File: src/rtl/rfsoc_chn_reg.sv
// rfsoc_chn_reg: per-channel control/status register file; optional timeout logic under RFSOC_CHN_TIMEOUT_EN
module rfsoc_chn_reg #(
  parameter int NUM_CHN = 4,
  parameter int TO_W    = 24
) (
  input  logic                   clk,
  input  logic                   rstb,
  input  logic                   wren,
  input  logic                   rden,
  input  logic [15:0]            offset,
  input  logic [31:0]            wdata,
  input  logic [3:0]             wstrb,
  output logic [31:0]            rdata,
  output logic                   rvalid,
  output logic [32*NUM_CHN-1:0]  chn_start_addr,
  output logic [32*NUM_CHN-1:0]  chn_cap_size,
  output logic [NUM_CHN-1:0]     chn_reset,
  output logic [NUM_CHN-1:0]     chn_start,
  input  logic [NUM_CHN-1:0]     chn_done,
  output logic                   irq
);
  localparam logic [31:0] ID = 32'h5246_0200 | 32'(NUM_CHN);

  function automatic logic [31:0] f_strb(input logic [31:0] old, input logic [31:0] d, input logic [3:0] s);
    for (int b = 0; b < 4; b++) f_strb[8*b +: 8] = s[b] ? d[8*b +: 8] : old[8*b +: 8];
  endfunction

  logic [1:0]         w_reg;
  logic               w_gwr, w_all, w_unused;
  logic [TO_W-1:0]    w_limit;
  logic [31:0]        w_addr [NUM_CHN];
  logic [31:0]        w_size [NUM_CHN];
  logic [NUM_CHN-1:0] w_ien, w_done, w_busy, w_to, w_pend;
  logic [31:0]        w_rd;
  logic [31:0]        r_rdata;
  logic               r_rvalid, r_irq;

  assign w_reg    = offset[3:2];
  assign w_unused = ^offset[1:0];
  assign w_gwr    = wren && offset[15:4] == 12'h000;
  assign w_all    = w_gwr && w_reg == 2'd3 && wstrb[0];
  assign w_pend   = (w_done | w_to) & w_ien;

`ifdef RFSOC_CHN_TIMEOUT_EN
  logic [TO_W-1:0] r_limit;
  logic [31:0]     w_lim_wr;
  assign w_lim_wr = f_strb(32'(r_limit), wdata, wstrb);
  // shared timeout limit, byte-strobed
  always_ff @(posedge clk or negedge rstb)
    if (!rstb) r_limit <= '0;
    else if (w_gwr && w_reg == 2'd2) r_limit <= w_lim_wr[TO_W-1:0];
  assign w_limit = r_limit;
`else
  assign w_limit = '0;
`endif

  genvar n;
  generate
    for (n = 0; n < NUM_CHN; n++) begin : g_chn
      logic [31:0] r_addr, r_size;
      logic        r_rst, r_ien, r_done, r_busy, r_start;
      logic        w_sel, w_ctl, w_w1c, w_req, w_rst_n, w_acc, w_hit, w_to_n;
      assign w_sel   = wren && offset[15:8] == 8'h01 && offset[7:4] == 4'(n);
      assign w_ctl   = w_sel && w_reg == 2'd2 && wstrb[0];
      assign w_w1c   = w_sel && w_reg == 2'd3 && wstrb[0];
      assign w_req   = (w_ctl && wdata[0]) || (w_all && wdata[n]);
      assign w_rst_n = w_ctl ? wdata[1] : r_rst;
      // done and timeout free the channel before a same-cycle start is judged
      assign w_acc   = w_req && !r_rst && !w_rst_n && !(r_busy && !chn_done[n] && !w_hit);
`ifdef RFSOC_CHN_TIMEOUT_EN
      logic [TO_W-1:0] r_cnt;
      logic            r_to;
      assign w_hit  = r_busy && w_limit != '0 && r_cnt + TO_W'(1) == w_limit;
      assign w_to_n = w_hit || (r_to && !(w_w1c && wdata[2]));
      // busy-cycle counter and sticky timeout flag
      always_ff @(posedge clk or negedge rstb)
        if (!rstb) begin
          r_cnt <= '0;
          r_to  <= 1'b0;
        end else begin
          r_cnt <= w_acc ? '0 : r_busy ? r_cnt + TO_W'(1) : r_cnt;
          r_to  <= w_to_n;
        end
      assign w_to[n] = r_to;
`else
      assign w_hit   = 1'b0;
      assign w_to_n  = 1'b0;
      assign w_to[n] = w_to_n;
`endif
      // channel registers, sticky done, busy tracking and start pulse
      always_ff @(posedge clk or negedge rstb)
        if (!rstb) begin
          r_addr  <= '0;
          r_size  <= '0;
          r_rst   <= 1'b0;
          r_ien   <= 1'b0;
          r_done  <= 1'b0;
          r_busy  <= 1'b0;
          r_start <= 1'b0;
        end else begin
          if (w_sel && w_reg == 2'd0) r_addr <= f_strb(r_addr, wdata, wstrb);
          if (w_sel && w_reg == 2'd1) r_size <= f_strb(r_size, wdata, wstrb);
          if (w_ctl) {r_ien, r_rst} <= wdata[2:1];
          r_done  <= chn_done[n] || (r_done && !(w_w1c && wdata[0]));
          r_busy  <= !w_rst_n && (w_acc || (r_busy && !chn_done[n] && !w_hit));
          r_start <= w_acc;
        end
      assign w_addr[n] = r_addr;
      assign w_size[n] = r_size;
      assign w_ien[n]  = r_ien;
      assign w_done[n] = r_done;
      assign w_busy[n] = r_busy;
      assign chn_start_addr[32*n +: 32] = r_addr;
      assign chn_cap_size[32*n +: 32]   = r_size;
      assign chn_reset[n] = r_rst;
      assign chn_start[n] = r_start;
    end
  endgenerate

  // read decode; unmapped and absent channels return 0
  always_comb begin
    w_rd = '0;
    if (offset[15:4] == 12'h000)
      w_rd = w_reg == 2'd0 ? ID : w_reg == 2'd1 ? 32'(w_pend) : w_reg == 2'd2 ? 32'(w_limit) : '0;
    for (int c = 0; c < NUM_CHN; c++)
      if (offset[15:8] == 8'h01 && offset[7:4] == 4'(c))
        w_rd = w_reg == 2'd0 ? w_addr[c] : w_reg == 2'd1 ? w_size[c] :
               w_reg == 2'd2 ? {29'd0, w_ien[c], chn_reset[c], 1'b0} :
               {29'd0, w_to[c], w_busy[c], w_done[c]};
  end

  // registered read port and interrupt
  always_ff @(posedge clk or negedge rstb)
    if (!rstb) begin
      r_rdata  <= '0;
      r_rvalid <= 1'b0;
      r_irq    <= 1'b0;
    end else begin
      if (rden) r_rdata <= w_rd;
      r_rvalid <= rden;
      r_irq    <= |w_pend;
    end

  assign rdata  = r_rdata;
  assign rvalid = r_rvalid;
  assign irq    = r_irq;
endmodule
File: config.mk
export PLATFORM = sky130hd
export DESIGN_NAME = rfsoc_chn_reg
export DESIGN_NICKNAME = d
export VERILOG_FILES = /design/src/rtl/rfsoc_chn_reg.sv
export SDC_FILE = /design/constraint.sdc
export NUM_CORES = 1
export LEC_CHECK = 0
export CORE_UTILIZATION = 50
export CTS_BUF_LIST = sky130_fd_sc_hd__clkbuf_8
export DETAILED_ROUTE_END_ITERATION = 12
export PLACE_DENSITY = 0.81
export SKIP_LAST_GASP = 1
export SYNTH_ARGS = -nofsm -noshare
export SYNTH_HDL_FRONTEND = slang
export SYNTH_SLANG_ARGS = --single-unit
File: constraint.sdc
create_clock -name clk -period 4.3 [get_ports clk]
set_input_delay 0.43 -clock clk [delete_from_list [all_inputs] [get_ports clk]]
set_output_delay 0.43 -clock clk [all_outputs]
set_load 0.005 [all_outputs]
# Word level (Yosys, flattened, before mapping)
# Cells that the tools add are included.
[totals] register_bits=310 word_cells=226
[op_classes] n_eq_ne=7 n_mux=23 bitwise=1 reduce_logical=140
[op_table] operator="2-to-1 mux 32 bit" n=13
[op_table] operator="logical AND 1 bit" n=72
[op_table] operator="AND reduction 2 bit" n=32
[op_table] operator="2-to-1 mux 31 bit" n=1
[op_table] operator="logical NOT 1 bit" n=20
[op_table] operator="logical NOT 12 bit" n=1
[op_table] operator="logical OR 1 bit" n=12
[op_table] operator="2-to-1 mux 3 bit" n=4
[op_table] operator="== test 4 x 2 -> 1 bit, second input constant" n=2
[op_table] operator="== test 8 x 1 -> 1 bit, second input constant" n=1
[op_table] operator="bitwise AND 4 bit" n=1
[op_table] operator="== test 2 bit, second input constant" n=2
[op_table] operator="== test 4 x 1 -> 1 bit, second input constant" n=1
[op_table] operator="logical NOT 4 bit" n=1
[op_table] operator="2-to-1 mux 1 bit" n=4
[op_table] operator="2-to-1 mux 4 bit" n=1
[op_table] operator="OR reduction 4 bit" n=1
[op_table] operator="== test 2 x 1 -> 1 bit, second input constant" n=1
[op_table] operator="logical NOT 2 bit" n=1

# Depth between registers and ports, before layout
[depth] ltp_word=12 mapped_depth=8 ltp_nobuf=5

# Worst setup path after synthesis
# OpenSTA, ideal clock, no wires.
[synth_path] kind="input to register" from="input port offset[12]" to="register g_chn[3].r_addr[3]" t_arrival_ps=2388 setup_slack_ps=1787 path_stages=7 path_buffers=3 path_cell_list="or3_1 buf_2 or4_1 buf_4 buf_6 nor3_4 mux2_2"
[synth_between] elab_chain_cells=5
[synth_lines] item="start, declared" line_no="10" source="input logic [15:0] offset,"
[synth_lines] item="== test 8 x 1 -> 1 bit" line_no="63" source="assign w_sel = wren && offset[15:8] == 8'h01 && offset[7:4] == 4'(n);"
[synth_lines] item="logical AND 1 bit (2 in series)" line_no="63"
[synth_lines] item="logical AND 1 bit" line_no="101" source="if (w_sel && w_reg == 2'd0) r_addr <= f_strb(r_addr, wdata, wstrb);"
[synth_lines] item="AND reduction 2 bit (no source line)"
[synth_lines] item="end signal, assigned" line_no="101"
[synth_lines] item="end, declared" line_no="60" source="logic [31:0] r_addr, r_size;"
# Every way passes these cells.
# A chain may end at the register's enable or synchronous reset.

# Worst setup path after layout
[layout_path] from="input port offset[12]" to="register g_chn[3].r_addr[5]"
# The elaborated chain is that of the path after synthesis.

==> flow_summary.ini <==
[yosys]
synth_common_cells = dfrtp_1, mux2_2, o21ai_0
synth_fp_nets = 1245
synth_area_mm2 = 0.0148
ys_types = 54
ys_seq_area_share_pct = 52.3
avgSynthCellArea_um2 = 12.5
ys.flop_type = dfrtp_1
synth_seq_cells = 310
synth_top_cell_by_area = dfrtp_1
synth_edf_count = 0
async_flop_share_pct = 100
syn_inst = 1185
synth.most_common_cell = dfrtp_1
synth_top_area_share_pct = 52.3
synth_area_leaders = dfrtp_1, mux2_2, mux2i_1, o21ai_0, a21oi_1
ys_warn_count = 0

[global_route]
grt_max_degree = 106
top_usage_layer = met2
grt_pass1_vias = 12200
antenna_found_initial = 2
globalRouteMet2Util_pct = 52.1
grt_util_met3_pct = 8.97
grt_use_met1_pct = 40.6
grtUsageTotal_pct = 31.9
overflow = 0
grt_pass1_wl_um = 73600

[route]
drt_iter0_drc = 951
dr.pass1.iters = 5
vias_per_cell = 6.00
post_drt_wl_per_cell_um = 24.6
routed_wl_um = 48700
num_vias = 11900
drc = 0
ant_nets = 0

[worst_setup_path]
cp_max_fo = 25
cpPeakStageDelay_ns = 1.10
end_kind = flop
crit_type = primary input to flop
cp.arrival_ns = 3.61
critPathLaunchType = primary input
worst-endpoint-required_ns = 4.74
r2r-end = rdata[1]$_DFFE_PN0P_
r2r-start = g_chn[0].r_rst$_DFF_PN0_
crit_path_top_delay_cell = or4_2
r2r_setup_slack_ns = 2.58
rr_worst_depth = 5
path_cells = clkdlybuf4s50_1 > or3_1 > or4_2 > nor3_4 > mux2_2
crit_start = offset[12]

[floorplan]
top_level_ports = 358
die_w_um = 174
die_y_um = 174
start_util_pct = 51.2
core_area_mm2 = 0.0289
die_area_mm2 = 0.0303
core.rowCount = 62

[timing]
skew_ns = 0.0132
hold_viol_final = 0
period_minus_slack_ns = 3.17
clock.fmax_ghz = 0.316
setup_viol = 0
tightestPinTransition_ns = 0.986
fin_crit_sh_pct = 73.6
rsz0062_at_grt = false
slew_headroom_pct = 34.3
finalMaxSlewViolations = 0
finalSetupTns_ns = 0

[clocking]
cts_made_buffers = 51
post_cts_resized = 0
ctsLongestPathBuffers = 3
cts_setup_buffers = 0
cts_hold_buffers = 1
cts_tree = yes
clock-sinks = 310
root_buffer = clkbuf_8
htree_levels = 2
path_clk_slew_ns = 0.06
clock_latency_ns = 0.56

[worst_hold_path]
min_to = rvalid$_DFF_PN0_
hold_class = primary input to flop
hp-start = rden
whs_path_depth = 1

[run]
maxCapViolations = 0

[placement]
place.port_buffers = 355
place_area_mm2 = 0.0188
gp_congestion = 0.951
hpwlAfterDp_um = 33200

[finish]
drive_gt1_share_pct = 29.5
nets = 1617
area_growth_pct = 34.2
final_area_mm2 = 0.0199

[power_and_ir_drop]
power.density_mw_per_mm2 = 296
p_leak_uw = 0.00914
power.ir.vdd_worst_uv = 216

[outcome]
status = complete, no violations
## logic make-up (layout without fill, tap and decap cells)
| kind of cell | after synthesis | count (layout) | synth area share (%) |
|---|---|---|---|
| flip-flops | 310 | 310 | 52.3 |
| AND/OR/NAND/NOR | 202 | 202 | 7.88 |
| buffers and inverters | 82 | 492 | 2.43 |
| multiplexers | 388 | 388 | 29.2 |
| other | 0 | 1 | 0 |
| AO/OA/AOI/OAI | 203 | 203 | 8.15 |
## power breakdown
part	switching [uW]	internal (uW)	leakage, uW
Clock	1180	1410	0.000596
Sequential	6.19	2930	0.00428
Combinational	245	120	0.00427
Total	1430	4450	0.00914
## flip-flops by register name (all words and copies together), names as in the netlist
| name | cells |
|---|---|
| g_chn.r_size | 128 |
| g_chn.r_done | 4 |
| rdata | 32 |
| g_chn.r_busy | 4 |
| g_chn.r_start | 4 |
| rvalid | 1 |
| g_chn.r_rst | 4 |
| g_chn.r_addr | 128 |
| irq | 1 |
| g_chn.r_ien | 4 |
## critical path, delay by kind of cell
| kind | cells | cell delay (ns) |
|---|---|---|
| simple gates | 3 | 2.32 |
| buf+inv | 1 | 0.41 |
| mux | 1 | 0.41 |
## per-layer routing
layer / part of all wire (%) / up-vias
met5: 0.029 / -
met4: 3.3 / 2
met3: 9.2 / 107
met2: 48 / 602
met1: 40 / 6072
li1: - / 5099
## placed cells by master (no fill, tap or decap), types with 3 or more instances in the layout
cell type,n
a22oi_1,23
nand3_1,12
mux4_2,4
nor2b_1,30
or3_1,7
nor2_2,5
clkbuf_8,68
nor4_1,9
nor3_2,3
inv_1,25
nor2_1,47
a21oi_1,45
or2_2,4
mux2_2,308
nand2_1,29
nor4_2,11
nand4_1,4
nand2_2,12
mux2i_1,70
dfrtp_1,310
mux2_1,6
o22a_1,3
o22ai_1,8
buf_4,33
clkdlybuf4s50_1,351
nor3_1,9
clkinv_2,7
o21ai_0,96
nor3_4,6
nand2b_1,8
o311a_1,6
## area by class of cell
class	instances	area, um2
fillers	2101	9050
flip-flops and latches	310	7760
multi-input cells	793	6730
repair buffers	391	3850
clock buffers	68	936
well taps	384	480
clock inverters	23	98.8
inverters	10	37.5
diodes	1	2.50
## how the worst max path moves through the flow
stage	end	slack, ns	cells after the start
global placement	g_chn[3].r_addr[1]$_DFFE_PN0P_	0.62	5
detailed placement	g_chn[3].r_addr[5]$_DFFE_PN0P_	0.58	5
CTS	g_chn[3].r_addr[5]$_DFFE_PN0P_	1.17	5
floorplan	g_chn[3].r_addr[3]$_DFFE_PN0P_	1.79	7
finish	g_chn[3].r_addr[5]$_DFFE_PN0P_	1.13	5
global route	g_chn[3].r_size[4]$_DFFE_PN0P_	1.09	5
## stage by stage
step                hold slack (ns)  std cells  total power, uW  util, %  setup WS, ns
floorplan                     0.134       1185             3120        -          1.79
global placement              0.486       1887             3340     65.1         0.622
detailed placement            0.489       1887             3340     65.1         0.583
CTS                           0.286       1979             5920     68.7          1.17
global route                  0.321       1980             6070     68.7          1.09
finish                        0.333       1980             5880     68.7          1.13
Power figures use the tool's default switching activity.
